$ cat src/rtl/fp_operand_stage.sv
// Operand decode stage for an FP32 multiplier: decodes each operand pair on entry and
// holds up to two decoded entries in a small FIFO in front of the multiplier.
module fp_operand_stage #(
  parameter bit FTZ = 1'b1
) (
  input  logic        clk,
  input  logic        rst_n,
  input  logic        in_valid,
  output logic        in_ready,
  input  logic [31:0] in_a,
  input  logic [31:0] in_b,
  output logic        out_valid,
  input  logic        out_ready,
  output logic [31:0] out_a,
  output logic [31:0] out_b,
  output logic        out_sign,
  output logic [9:0]  out_exp_sum,
  output logic [23:0] out_man_a,
  output logic [23:0] out_man_b,
  output logic        out_zero,
  output logic        out_inf,
  output logic        out_nan,
  output logic [15:0] accepted_cnt
);

  typedef struct packed {
    logic [31:0] a;
    logic [31:0] b;
    logic        sign;
    logic [9:0]  exp_sum;
    logic [23:0] man_a;
    logic [23:0] man_b;
    logic        zero;
    logic        inf;
    logic        nan;
  } entry_t;

  entry_t      mem_q [2];
  entry_t      mem_d [2];
  entry_t      dec;
  entry_t      head;
  logic [1:0]  count_q, count_d;
  logic        wr_ptr_q, wr_ptr_d;
  logic        rd_ptr_q, rd_ptr_d;
  logic        in_ready_q, in_ready_d;
  logic [15:0] acc_q, acc_d;
  logic        push, pop;

  logic [7:0]  ea, eb;
  logic [22:0] fa, fb;
  logic [9:0]  eva, evb;
  logic        a_zero, b_zero, a_inf, b_inf, a_nan, b_nan;

  // Operand decode at push time; "zero" includes flushed subnormals when FTZ is set.
  always_comb begin
    ea     = in_a[30:23];
    eb     = in_b[30:23];
    fa     = in_a[22:0];
    fb     = in_b[22:0];
    a_zero = (ea == 8'd0) && (FTZ || (fa == 23'd0));
    b_zero = (eb == 8'd0) && (FTZ || (fb == 23'd0));
    a_inf  = (ea == 8'hFF) && (fa == 23'd0);
    b_inf  = (eb == 8'hFF) && (fb == 23'd0);
    a_nan  = (ea == 8'hFF) && (fa != 23'd0);
    b_nan  = (eb == 8'hFF) && (fb != 23'd0);
    eva    = ((ea == 8'd0) && !FTZ) ? 10'd1 : {2'b00, ea};
    evb    = ((eb == 8'd0) && !FTZ) ? 10'd1 : {2'b00, eb};

    dec.a       = in_a;
    dec.b       = in_b;
    dec.sign    = in_a[31] ^ in_b[31];
    dec.exp_sum = eva + evb - 10'd127;
    dec.man_a   = ((ea == 8'd0) && FTZ) ? 24'd0 : {ea != 8'd0, fa};
    dec.man_b   = ((eb == 8'd0) && FTZ) ? 24'd0 : {eb != 8'd0, fb};
    dec.nan     = a_nan || b_nan || (a_inf && b_zero) || (b_inf && a_zero);
    dec.inf     = !dec.nan && (a_inf || b_inf);
    dec.zero    = !dec.nan && !dec.inf && (a_zero || b_zero);
  end

  assign out_valid = (count_q != 2'd0);
  assign in_ready  = in_ready_q;
  assign push      = in_valid && in_ready_q;
  assign pop       = out_valid && out_ready;

  always_comb begin
    mem_d      = mem_q;
    wr_ptr_d   = wr_ptr_q;
    rd_ptr_d   = rd_ptr_q;
    count_d    = count_q;
    acc_d      = acc_q;
    if (push) begin
      mem_d[wr_ptr_q] = dec;
      wr_ptr_d        = ~wr_ptr_q;
      acc_d           = acc_q + 16'd1;
    end
    if (pop) rd_ptr_d = ~rd_ptr_q;
    case ({push, pop})
      2'b10:   count_d = count_q + 2'd1;
      2'b01:   count_d = count_q - 2'd1;
      default: count_d = count_q;
    endcase
    // Registered so in_ready never depends combinationally on out_ready.
    in_ready_d = (count_d != 2'd2);
  end

  always_ff @(posedge clk or negedge rst_n) begin
    if (!rst_n) begin
      mem_q      <= '{default: '0};
      wr_ptr_q   <= 1'b0;
      rd_ptr_q   <= 1'b0;
      count_q    <= 2'd0;
      in_ready_q <= 1'b0;
      acc_q      <= 16'd0;
    end else begin
      mem_q      <= mem_d;
      wr_ptr_q   <= wr_ptr_d;
      rd_ptr_q   <= rd_ptr_d;
      count_q    <= count_d;
      in_ready_q <= in_ready_d;
      acc_q      <= acc_d;
    end
  end

  assign head         = mem_q[rd_ptr_q];
  assign out_a        = head.a;
  assign out_b        = head.b;
  assign out_sign     = head.sign;
  assign out_exp_sum  = head.exp_sum;
  assign out_man_a    = head.man_a;
  assign out_man_b    = head.man_b;
  assign out_zero     = head.zero;
  assign out_inf      = head.inf;
  assign out_nan      = head.nan;
  assign accepted_cnt = acc_q;

endmodule

$ cat config.mk
export PLATFORM = sky130hd
export DESIGN_NAME = fp_operand_stage
export DESIGN_NICKNAME = d
export VERILOG_FILES = /design/src/rtl/fp_operand_stage.sv
export SDC_FILE = /design/constraint.sdc
export NUM_CORES = 1
export LEC_CHECK = 0
export BUFFER_PORTS_ARGS = -buffer_cell sky130_fd_sc_hd__buf_4
export CORE_UTILIZATION = 51
export DETAILED_ROUTE_END_ITERATION = 10
export HOLD_SLACK_MARGIN = 0.08
export PLACE_DENSITY = 0.76
export SLEW_MARGIN = 20
export SYNTH_ARGS = -nofsm -noshare
export SYNTH_HDL_FRONTEND = slang
export SYNTH_SLANG_ARGS = --single-unit
$ cat constraint.sdc
create_clock -name clk -period 1.7 [get_ports clk]
set_clock_uncertainty 0.05 [all_clocks]
set_input_delay 0.17 -clock clk [delete_from_list [all_inputs] [get_ports clk]]
set_output_delay 0.17 -clock clk [all_outputs]
set_load 0.02 [all_outputs]
==> metrics.txt, run 1 <==
# TYPE chip_impl_metric gauge
chip_impl_metric{name="timing.setup.tns",unit="ps"} -45600
chip_impl_metric{name="achievable-frequency",unit="GHz"} 0.477
chip_impl_metric{name="via_per_inst",unit=""} 5.34
chip_impl_metric{name="critical_path_peak_fanout",unit=""} 8
chip_impl_metric{name="synth-edff-count",unit=""} 0
chip_impl_metric{name="clkSlewWorstSetupHoldPaths",unit="ps"} 60
chip_impl_metric{name="gpl.final_weighted_congestion",unit=""} 0.811
chip_impl_metric{name="timing.critical_path.required",unit="ps"} 1480
chip_impl_metric{name="worst-endpoint-arrival",unit="ps"} 1880
chip_impl_metric{name="syn2layout_area_growth",unit="%"} 42.7
chip_impl_metric{name="grt_antenna_before_repair",unit=""} 0
chip_impl_metric{name="gr_layer_usage_met2",unit=""} 0.444
chip_impl_metric{name="vias",unit=""} 9290
chip_impl_metric{name="power.leakage",unit="uW"} 0.00824
chip_impl_metric{name="ys.warnings.count",unit=""} 0
chip_impl_metric{name="worst_r2r_path_depth",unit=""} 6
chip_impl_metric{name="boundaryPins",unit=""} 212
chip_impl_metric{name="post_synthesis_async_set_or_reset_flop_share",unit=""} 1.00
chip_impl_metric{name="maxSlewViolCount",unit=""} 0
chip_impl_metric{name="die_width",unit="um"} 157
chip_impl_metric{name="wirelength",unit="um"} 34400
chip_impl_metric{name="grtUsageTotal",unit=""} 0.255
chip_impl_info{name="violations_in_the_final_reports",value="setup timing"} 1
chip_impl_metric{name="dr.pass1.iters",unit=""} 4
chip_impl_metric{name="yosys.area_share.adder",unit=""} 0.0189
chip_impl_metric{name="die_area",unit="sq um"} 24800
chip_impl_info{name="r2r-start",value="in_ready"} 1
chip_impl_metric{name="post_synth_mux_area_share",unit=""} 0.236
chip_impl_metric{name="dp.cells",unit=""} 1593
chip_impl_metric{name="drt_first_iter_violations",unit=""} 469
chip_impl_metric{name="first_global_vias",unit=""} 9621
chip_impl_metric{name="synth.ff_latch_count",unit=""} 273
chip_impl_info{name="run_status",value="finished with violations"} 1
chip_impl_metric{name="synthesis.area",unit="sq um"} 12300
chip_impl_metric{name="post_synth_num_cell_types",unit=""} 40
chip_impl_info{name="gr-max-usage-layer",value="met2"} 1
chip_impl_metric{name="synth-compound-area-share",unit=""} 0.0594
chip_impl_metric{name="dp_hpwl",unit="um"} 20300
chip_impl_metric{name="avgSynthCellArea",unit="sq um"} 12.0
chip_impl_metric{name="fp.dieH",unit="um"} 157
chip_impl_info{name="regToRegEndpoint",value="mem_q[192]"} 1
chip_impl_info{name="clock-root-buffer",value="clkbuf_16"} 1
chip_impl_metric{name="post_synth_and_or_nand_nor_area_fraction",unit=""} 0.0857
chip_impl_metric{name="clock_tree.htree_level_count",unit=""} 1
chip_impl_metric{name="share_of_the_core_filled_with_cells",unit=""} 0.746
chip_impl_metric{name="nets",unit=""} 1484
chip_impl_metric{name="total_power",unit="uW"} 35900
chip_impl_metric{name="layout_setup_ws",unit="ps"} -397
chip_impl_metric{name="count_of_clock_tree_sinks",unit=""} 273
chip_impl_metric{name="grtUsageMet1",unit=""} 0.312
chip_impl_metric{name="slew_headroom",unit=""} 0.637
chip_impl_metric{name="ir_drop",unit="uV"} 1690
chip_impl_info{name="timing.critical_path.to_type",value="output pin"} 1
chip_impl_info{name="rsz_0062_raised_after_global_routing",value="yes"} 1
chip_impl_metric{name="clk-insertion-delay-late",unit="ps"} 540
chip_impl_metric{name="fin_crit",unit="ps"} 2100
chip_impl_metric{name="max-clock-path-buffers",unit=""} 3
chip_impl_metric{name="placeableCoreArea",unit="sq um"} 23500
chip_impl_metric{name="rows",unit=""} 56
chip_impl_metric{name="final_min_period_over_clock_period",unit=""} 1.23
chip_impl_metric{name="floorplan.initialDensity",unit=""} 0.523
chip_impl_metric{name="grt_start_max_net_pins",unit=""} 56
chip_impl_metric{name="sequential_cell_area_fraction_in_the_yosys_report",unit=""} 0.555
chip_impl_info{name="synth_ff_type",value="dfrtp_1"} 1
chip_impl_metric{name="r2r_slack",unit="ps"} 20
chip_impl_metric{name="count_of_final_setup_violators",unit=""} 130
chip_impl_metric{name="global_routing_usage_on_met3",unit=""} 0.0664
chip_impl_metric{name="placement.io_buffers",unit=""} 211
chip_impl_info{name="setup.worst_path.start_class",value="flip-flop"} 1
chip_impl_info{name="crit_type",value="reg2out"} 1
chip_impl_info{name="synth_top_family_by_area",value="multiplexers"} 1
chip_impl_metric{name="post_synth_xor_area_fraction",unit=""} 0.0171
chip_impl_metric{name="finalHoldViolations",unit=""} 0
chip_impl_metric{name="grt-ovfl-total",unit=""} 0
chip_impl_metric{name="cts_buffers",unit=""} 29
chip_impl_metric{name="max-cap-violations",unit=""} 0
chip_impl_metric{name="synth.net_count",unit=""} 1113
chip_impl_metric{name="post_route_cells_drive_above_1_share",unit=""} 0.423
chip_impl_metric{name="antenna_violating_nets_post_route",unit=""} 0
chip_impl_metric{name="drc",unit=""} 0
chip_impl_info{name="worst_setup_path_endpoint",value="out_sign"} 1
chip_impl_metric{name="finalNonFillerCells",unit=""} 1740
chip_impl_metric{name="wire_length_of_the_first_global_routing_pass",unit="um"} 49400
chip_impl_metric{name="power_per_cell_area",unit="nW/um^2"} 2040
chip_impl_metric{name="worst_margin_slew",unit="ps"} 539
chip_impl_info{name="timing.critical_path.from",value="rd_ptr_q"} 1
chip_impl_info{name="clock_tree_from_tritoncts",value="yes"} 1
chip_impl_info{name="min_path_type",value="in2reg"} 1
chip_impl_metric{name="netlist_instances",unit=""} 1027
chip_impl_metric{name="routed_wire_length_per_instance",unit="um"} 19.8
-- Yosys cell counts (all sizes together), types with 10 or more instances --
| library cell | n | area, sq um |
|---|---|---|
| dfrtp | 273 | 6830 |
| mux2 | 257 | 2890 |
| nand2 | 181 | 679 |
| o21ai | 122 | 611 |
| buf | 44 | 240 |
| ha | 17 | 213 |
| clkbuf | 16 | 60.1 |
| xnor2 | 15 | 131 |
| nor4 | 14 | 87.6 |
| inv | 11 | 41.3 |
| nor2 | 10 | 37.5 |
-- critical path: stages (launching register included) --
cell and delay [ps]:
dfrtp_4 550, buf_8 180, buf_6 150, mux2_4 320
buf_6 140
-- registers in the layout, summed over array words and instances, names as in the netlist --
| name | cells |
|---|---|
| wr_ptr_q | 1 |
| mem_q | 252 |
| rd_ptr_q | 1 |
| in_ready | 1 |
| accepted_cnt | 16 |
| count_q | 2 |
-- placed cells by master, fill, tap and decap left out, drive strengths merged, types with 2 or more instances in the layout --
master	instances
buf	325
xor2	9
clkbuf	56
nand3	7
nor4	14
ha	17
or3	2
and2	2
nor3b	4
nand2	181
inv	12
dfrtp	273
and4	3
nor3	6
o21ai	122
dlygate4sd3	67
and3	2
o21bai	2
nor2	10
nand2b	3
a21oi	5
clkinv	3
xnor2	15
mux2	257
a211oi	2
nand4	9
o31ai	2
-- cells by family (layout without fill, tap and decap cells) --
logic type               after synthesis  in the layout
AO/OA/AOI/OAI                        139            139
buffers and inverters                 71            464
flip-flops                           273            273
adder cells (fa/ha/maj)               18             18
multiplexers                         258            258
XOR/XNOR                              24             24
other                                  0              1
AND/OR/NAND/NOR                      244            244
-- final cells by class --
type | instances | area, sq um
clock inverters | 5 | 53.8
repair buffers | 400 | 3920
clock buffers | 48 | 867
diodes | 1 | 2.50
flip-flops and latches | 273 | 6840
inverters | 11 | 43.8
well taps | 319 | 399
fillers | 1557 | 5990
multi-input cells | 683 | 5440
-- how the worst min path moves through the flow --
stage	startpoint	to	slack (ps)	depth (start not counted)
floorplan	rst_n	accepted_cnt[0]	-180	0
CTS	in_b[24]	mem_q[178]	80	4
detailed placement	rst_n	mem_q[16]	90	1
finish	in_a[24]	mem_q[178]	90	4
global placement	rst_n	mem_q[16]	90	1
global route	in_a[24]	mem_q[178]	110	4
-- per-stage QoR --
step                worst slack [ps]  instance area [sq um]  hold slack [ps]
floorplan                      -38.9                  12400             -176
CTS                             -416                  16700             76.1
detailed placement              -310                  15000             85.3
finish                          -397                  17600             94.9
global placement                -270                  15000             85.7
global route                    -449                  17600              106
-- layer usage --
layer  vias up  routed length (um)
li1       4345                   -
met1      4611               13600
met2       262               17600
met3        72                2210
met4         0                 960
met5         -                   0
-- power by group --
group	leakage (uW)	total, uW	internal (uW)	switching, uW
Combinational	0.00448	18600	9670	8950
Clock	0.000452	6100	3600	2490
Sequential	0.00331	11100	9500	1640
-- repair_timing --
action                                  CTS  global route
endpoints found under the setup margin  133           231
endpoints found under the hold margin   499             6
cloned                                    1            13
setup buffers                             4            10
resized for setup                        13           124
pin swaps                                 3             8
hold buffers                             66             3
Note: power is estimated with default switching activity, not from simulation.
==> run 2, diff against run 1 <==
--- a/config.mk
+++ b/config.mk
@@ -6,10 +6,10 @@
 export NUM_CORES = 1
 export LEC_CHECK = 0
 export BUFFER_PORTS_ARGS = -buffer_cell sky130_fd_sc_hd__buf_4
-export CORE_UTILIZATION = 51
+export CORE_UTILIZATION = 56
 export DETAILED_ROUTE_END_ITERATION = 10
 export HOLD_SLACK_MARGIN = 0.08
-export PLACE_DENSITY = 0.76
+export PLACE_DENSITY = 0.8
 export SLEW_MARGIN = 20
 export SYNTH_ARGS = -nofsm -noshare
 export SYNTH_HDL_FRONTEND = slang
==> constraint.sdc (replaced) <==
create_clock -name clk -period 2.35 [get_ports clk]
set_clock_uncertainty 0.05 [all_clocks]
set_input_delay 0.3525 -clock clk [delete_from_list [all_inputs] [get_ports clk]]
set_output_delay 0.3525 -clock clk [all_outputs]
set_load 0.02 [all_outputs]
==> run 2 against run 1 <==
The flow now finishes without violations; largest power group unchanged; clock-buffer cell count is 4 lower; total power is 35% lower; critical path depth is 1 lower; first-iteration DRC count shrank 22%; routed wire length down 17%.
==> metrics.txt, run 2 (synthesized netlist as in run 1, its figures left out) <==
# TYPE chip_impl_metric gauge
chip_impl_metric{name="finish.instance_area",unit="sq um"} 15900
chip_impl_metric{name="post_route_cells_drive_above_1_share",unit=""} 0.372
chip_impl_metric{name="power_per_cell_area",unit="nW/um^2"} 1470
chip_impl_metric{name="maxSlewViolCount",unit=""} 0
chip_impl_metric{name="grt_antenna_before_repair",unit=""} 0
chip_impl_info{name="top_register",value="mem_q"} 1
chip_impl_metric{name="gpl.final_weighted_congestion",unit=""} 0.817
chip_impl_metric{name="fillers",unit=""} 1368
chip_impl_metric{name="dp_hpwl",unit="um"} 18700
chip_impl_metric{name="critical_path_buf_inv_count",unit=""} 2
chip_impl_metric{name="antenna_violating_nets_post_route",unit=""} 0
chip_impl_metric{name="boundaryPins",unit=""} 212
chip_impl_metric{name="timing.hold.worst_path_depth",unit=""} 3
chip_impl_metric{name="vias",unit=""} 8750
chip_impl_metric{name="via_per_inst",unit=""} 5.47
chip_impl_info{name="most-common-layout-cells",value="272 x dfrtp_1, 235 x buf_4, 194 x mux2_2"} 1
chip_impl_info{name="timing.critical_path.to_type",value="output pin"} 1
chip_impl_info{name="regToRegEndpoint",value="mem_q[113]"} 1
chip_impl_metric{name="count_of_final_setup_violators",unit=""} 0
chip_impl_metric{name="routed_wire_length_per_instance",unit="um"} 17.9
chip_impl_metric{name="cp_slowest_stage_delay",unit="ps"} 570
chip_impl_metric{name="r2r_slack",unit="ps"} 570
chip_impl_metric{name="grtUsageTotal",unit=""} 0.261
chip_impl_metric{name="drc",unit=""} 0
chip_impl_metric{name="nets",unit=""} 1393
chip_impl_metric{name="wirelength",unit="um"} 28600
chip_impl_metric{name="wire_length_of_the_first_global_routing_pass",unit="um"} 46700
chip_impl_info{name="clock-root-buffer",value="clkbuf_16"} 1
chip_impl_metric{name="critical_path_peak_fanout",unit=""} 34
chip_impl_metric{name="clk-insertion-delay-late",unit="ps"} 530
chip_impl_metric{name="clock_tree.htree_level_count",unit=""} 1
chip_impl_metric{name="max-cap-violations",unit=""} 0
chip_impl_metric{name="achievable-frequency",unit="GHz"} 0.427
chip_impl_metric{name="die_area",unit="sq um"} 22600
chip_impl_info{name="rsz_0062_raised_after_global_routing",value="yes"} 1
chip_impl_metric{name="rows",unit=""} 53
chip_impl_metric{name="critical_path_depth",unit=""} 3
chip_impl_info{name="worst_setup_path_endpoint",value="out_man_a[9]"} 1
chip_impl_metric{name="count_of_clock_tree_sinks",unit=""} 273
chip_impl_metric{name="grt_start_max_net_pins",unit=""} 75
chip_impl_info{name="run_status",value="finished clean"} 1
chip_impl_metric{name="number_of_flip_flops_in_the_largest_register",unit=""} 252
chip_impl_metric{name="first_global_vias",unit=""} 9211
chip_impl_metric{name="die_width",unit="um"} 150
chip_impl_metric{name="placeableCoreArea",unit="sq um"} 21300
chip_impl_metric{name="max-clock-path-buffers",unit=""} 3
chip_impl_metric{name="placement.io_buffers",unit=""} 211
chip_impl_metric{name="post_dp_cell_area",unit="sq um"} 14400
chip_impl_info{name="min_path_type",value="in2reg"} 1
chip_impl_metric{name="grt-ovfl-total",unit=""} 0
chip_impl_info{name="crit_family",value="flip-flops"} 1
chip_impl_metric{name="timing.critical_path.required",unit="ps"} 1950
chip_impl_metric{name="slew_headroom",unit=""} 0.676
chip_impl_metric{name="clkSlewWorstSetupHoldPaths",unit="ps"} 60
chip_impl_info{name="setup.worst_path.start_class",value="flip-flop"} 1
chip_impl_metric{name="dr.pass1.iters",unit=""} 4
chip_impl_metric{name="fin_crit",unit="ps"} 2340
chip_impl_metric{name="ir_drop",unit="uV"} 979
chip_impl_info{name="clock_tree_from_tritoncts",value="yes"} 1
chip_impl_info{name="max_stage_delay_cell_worst_path",value="dfrtp_4"} 1
chip_impl_metric{name="fp.dieH",unit="um"} 150
chip_impl_metric{name="antenna_cells_inserted",unit=""} 0
chip_impl_metric{name="drt_first_iter_violations",unit=""} 366
chip_impl_info{name="r2r-start",value="in_ready"} 1
chip_impl_metric{name="final_min_period_over_clock_period",unit=""} 0.997
chip_impl_metric{name="power.leakage",unit="uW"} 0.00747
chip_impl_metric{name="worst_margin_slew",unit="ps"} 482
chip_impl_metric{name="worst_r2r_path_depth",unit=""} 4
chip_impl_info{name="critical_path.cell_chain",value="buf_12 > mux2_2 > buf_4"} 1
chip_impl_metric{name="worst-endpoint-arrival",unit="ps"} 1940
chip_impl_metric{name="total_power",unit="uW"} 23400
chip_impl_metric{name="cts_buffers",unit=""} 29
chip_impl_metric{name="floorplan.initialDensity",unit=""} 0.578
chip_impl_metric{name="finalHoldViolations",unit=""} 0
chip_impl_metric{name="syn2layout_area_growth",unit="%"} 29.3
chip_impl_metric{name="finalNonFillerCells",unit=""} 1599
chip_impl_info{name="crit_type",value="reg2out"} 1
chip_impl_info{name="layout.cells.most_common",value="dfrtp_1"} 1
chip_impl_metric{name="dp.cells",unit=""} 1490
chip_impl_info{name="timing.critical_path.from",value="rd_ptr_q"} 1
run 2: metrics by stage:
| stage | hold slack [ps] | setup WS (ps) | TNS, ps | utilization |
|---|---|---|---|---|
| after floorplan | 6.91 | 159 | 0 | - |
| after global placement | 192 | -31.5 | -37.1 | 0.677 |
| after detailed placement | 193 | -80.7 | -158 | 0.677 |
| after CTS | 90.5 | -6.52 | -12.8 | 0.747 |
| after global routing | 120 | -31.0 | -436 | 0.748 |
| final | 112 | 6.31 | 0 | 0.748 |
run 2: area by class of cell:
type                            instances  area (sq um)  area share
Sequential cell                       273          6840       0.429
Multi-Input combinational cell        683          5160       0.324
Timing Repair Buffer                  309          2650       0.166
Clock buffer                           44           862      0.0542
Tap cell                              275           344      0.0216
Inverter                               11          41.3     0.00259
Clock inverter                          4          26.3     0.00165
run 2: timing repair:
item                                    4_1_cts  5_1_grt
resized for setup                             1        1
endpoints found under the hold margin       414        0
pin swaps                                     0        0
hold buffers                                 59        0
setup buffers                                 2        0
endpoints found under the setup margin       82       34
run 2: tightest hold or removal path, cell delays in order:
cell     delay [ps]
buf_4           100
inv_1            70
o21ai_1         120
run 2: how the worst min path moves through the flow:
stage / startpoint / slack (ps) / to
detailed placement: rst_n / 190 / accepted_cnt[12]
CTS: in_b[30] / 90 / mem_q[218]
finish: in_b[30] / 110 / mem_q[218]
global placement: rst_n / 190 / accepted_cnt[9]
floorplan: rst_n / 7 / accepted_cnt[0]
global route: out_ready / 120 / rd_ptr_q
run 2: power by group:
group	internal, uW	switching (uW)
clock network	2500	1740
registers	6870	1150
logic	5410	5700
run 2: layer usage:
layer	GRT usage	up-vias	part of all wire
li1	-	4132	-
met1	0.336	4327	0.42
met2	0.442	244	0.48
met3	0.0612	47	0.067
met4	0.0702	0	0.024
met5	0	-	0
==> run 3, diff against run 2 <==
==> constraint.sdc (replaced) <==
create_clock -name clk -period 2.6 [get_ports clk]
set_clock_uncertainty 0.05 [all_clocks]
set_input_delay 0.39 -clock clk [delete_from_list [all_inputs] [get_ports clk]]
set_output_delay 0.39 -clock clk [all_outputs]
set_load 0.02 [all_outputs]
==> run 3 against run 2 <==
Cell count down 0.63%; routed wire length down 1.0%; die area unchanged; largest power group unchanged; non-clock buffer count down 14; core utilization down 0.053 points; critical path depth up 7; first-iteration DRC count down 6.3%; design area about the same; worst setup slack better by 68 ps; hold slack better by 2.7 ps; total power down 8.7%; global-route usage down 0.46 points.
==> metrics.txt, run 3 (synthesized netlist as in run 1, its figures left out) <==
# TYPE chip_impl_metric gauge
chip_impl_metric{name="die_area",unit="sq um"} 22600
chip_impl_metric{name="slew_headroom",unit=""} 0.636
chip_impl_metric{name="grt_start_max_net_pins",unit=""} 84
chip_impl_metric{name="drt_first_iter_violations",unit=""} 343
chip_impl_info{name="r2r-start",value="in_ready"} 1
chip_impl_metric{name="r2r_slack",unit="ps"} 820
chip_impl_info{name="regToRegEndpoint",value="mem_q[106]"} 1
chip_impl_metric{name="grt-ovfl-total",unit=""} 0
chip_impl_info{name="min_to",value="mem_q[211]"} 1
chip_impl_metric{name="count_of_clock_tree_sinks",unit=""} 273
chip_impl_info{name="holdCritStartpoint",value="in_b[23]"} 1
chip_impl_metric{name="syn2layout_area_growth",unit="%"} 29.3
chip_impl_metric{name="power.leakage",unit="uW"} 0.00745
chip_impl_metric{name="routed_wire_length_per_instance",unit="um"} 17.8
chip_impl_metric{name="post_route_cells_drive_above_1_share",unit=""} 0.370
chip_impl_metric{name="worst-endpoint-arrival",unit="ps"} 2880
chip_impl_info{name="crit_type",value="in2reg"} 1
chip_impl_metric{name="rows",unit=""} 53
chip_impl_metric{name="gpl.final_weighted_congestion",unit=""} 0.839
chip_impl_metric{name="maxSlewViolCount",unit=""} 0
chip_impl_metric{name="timing.setup.tns",unit="ps"} 0
chip_impl_info{name="critical_path.cell_chain",value="dlygate4sd3_1 > buf_4 > ha_1 > ha_1 > fa_1 > a21oi_1 > o21ai_1 > nor3b_1 > a221oi_2 > o21ai_1"} 1
chip_impl_info{name="most-common-layout-cells",value="272 x dfrtp_1, 219 x buf_4, 195 x mux2_2"} 1
chip_impl_metric{name="finalHoldViolations",unit=""} 0
chip_impl_info{name="crit_family",value="adder cells"} 1
chip_impl_info{name="setup.worst_path.start_class",value="input pin"} 1
chip_impl_metric{name="max-cap-violations",unit=""} 0
chip_impl_metric{name="worst_r2r_path_depth",unit=""} 4
chip_impl_metric{name="share_of_the_core_filled_with_cells",unit=""} 0.747
chip_impl_metric{name="critical_path_peak_fanout",unit=""} 5
chip_impl_info{name="run_status",value="finished clean"} 1
chip_impl_metric{name="antenna_cells_inserted",unit=""} 0
chip_impl_metric{name="dr.pass1.iters",unit=""} 5
chip_impl_metric{name="wire_length_of_the_first_global_routing_pass",unit="um"} 45700
chip_impl_metric{name="timing.critical_path.required",unit="ps"} 2960
chip_impl_metric{name="boundaryPins",unit=""} 212
chip_impl_metric{name="critical_path_depth",unit=""} 10
chip_impl_info{name="clock-root-buffer",value="clkbuf_16"} 1
chip_impl_metric{name="final_min_period_over_clock_period",unit=""} 0.972
chip_impl_metric{name="count_of_final_setup_violators",unit=""} 0
chip_impl_metric{name="multi_input_comb_area",unit="sq um"} 5160
chip_impl_metric{name="antenna_violating_nets_post_route",unit=""} 0
chip_impl_info{name="rsz_0062_raised_after_global_routing",value="no"} 1
chip_impl_metric{name="vias",unit=""} 8731
chip_impl_metric{name="die_width",unit="um"} 150
chip_impl_metric{name="achievable-frequency",unit="GHz"} 0.396
chip_impl_info{name="min_path_type",value="in2reg"} 1
chip_impl_info{name="top_register",value="mem_q"} 1
chip_impl_metric{name="clock_tree.htree_level_count",unit=""} 1
chip_impl_metric{name="grtUsageTotal",unit=""} 0.256
chip_impl_metric{name="finish.instance_area",unit="sq um"} 15900
chip_impl_metric{name="placeableCoreArea",unit="sq um"} 21300
chip_impl_metric{name="via_per_inst",unit=""} 5.49
chip_impl_metric{name="sequential_cell_area",unit="sq um"} 6840
chip_impl_metric{name="post_dp_cell_area",unit="sq um"} 14300
chip_impl_metric{name="ir_drop",unit="uV"} 885
chip_impl_metric{name="fillers",unit=""} 1390
chip_impl_metric{name="power_per_cell_area",unit="nW/um^2"} 1340
chip_impl_metric{name="wirelength",unit="um"} 28300
chip_impl_metric{name="clk-insertion-delay-late",unit="ps"} 520
chip_impl_metric{name="max-clock-path-buffers",unit=""} 3
chip_impl_metric{name="drc",unit=""} 0
chip_impl_metric{name="placement.io_buffers",unit=""} 211
chip_impl_metric{name="timing.hold.worst_path_depth",unit=""} 3
chip_impl_info{name="max_stage_delay_cell_worst_path",value="dlygate4sd3_1"} 1
chip_impl_metric{name="preCtsSetupSlack",unit="ps"} 64.8
chip_impl_metric{name="worst_margin_slew",unit="ps"} 541
chip_impl_metric{name="clkSlewWorstSetupHoldPaths",unit="ps"} 60
chip_impl_metric{name="layout_setup_ws",unit="ps"} 73.8
chip_impl_metric{name="dp_hpwl",unit="um"} 18300
chip_impl_metric{name="nets",unit=""} 1378
chip_impl_metric{name="number_of_flip_flops_in_the_largest_register",unit=""} 252
chip_impl_metric{name="grt_antenna_before_repair",unit=""} 0
chip_impl_metric{name="cp_slowest_stage_delay",unit="ps"} 540
chip_impl_metric{name="first_global_vias",unit=""} 8955
chip_impl_metric{name="cts_buffers",unit=""} 28
chip_impl_metric{name="critical_path_buf_inv_count",unit=""} 2
chip_impl_info{name="timing.critical_path.to_type",value="flip-flop"} 1
chip_impl_metric{name="fin_crit",unit="ps"} 2530
chip_impl_metric{name="floorplan.initialDensity",unit=""} 0.578
chip_impl_metric{name="fp.dieH",unit="um"} 150
chip_impl_info{name="clock_tree_from_tritoncts",value="yes"} 1
chip_impl_info{name="layout.cells.most_common",value="dfrtp_1"} 1
==> run 3: layout make-up <==
type | instances | area share
clock buffer | 39 | 0.0524
clock inverter | 13 | 0.00928
inverter | 11 | 0.00260
multi-input combinational | 683 | 0.324
sequential | 273 | 0.430
tap | 275 | 0.0216
timing repair buffer | 295 | 0.160
==> run 3: how the worst max path moves through the flow <==
stage,startpoint,to
after floorplan,in_a[24],mem_q[58]
after global placement,in_a[24],mem_q[58]
after detailed placement,in_a[24],mem_q[58]
after CTS,rd_ptr_q,out_b[25]
after global routing,in_a[24],mem_q[58]
final,in_a[24],mem_q[58]
==> run 3: layer usage <==
metal	routed length [um]	vias to the layer above	global-route usage
met4	744	0	0.0742
met5	0	-	0
met1	12000	4310	0.333
met3	2060	53	0.0718
met2	13500	241	0.419
li1	-	4127	-
==> run 3: worst register-to-register path, delay by kind of cell, from the launching register on <==
family | cells | cell delay (ps)
buffers and inverters | 1 | 320
DFF | 1 | 370
muxes | 1 | 430
and+or+nand+nor | 2 | 500
==> run 3: where the power goes <==
part	leakage, uW	switching [uW]	internal (uW)	total, uW
clock	0.000481	1640	2530	4170
combinational	0.00365	5120	4800	9920
sequential	0.00331	1040	6210	7250
==> run 3: timing repair <==
item | CTS | global route
hold buffers | 61 | 0
setup buffers | 0 | 1
gates resized for setup | 0 | 2
setup endpoints to repair | 0 | 12
hold endpoints to repair | 162 | 0
==> run 3: per-stage QoR <==
stage	cells	total power, uW	hold WS (ps)
floorplan	1027	13300	44.4
global placement	1475	16800	267
detailed placement	1475	17100	274
CTS	1588	21400	94.6
global route	1589	22600	140
finish	1589	21300	115
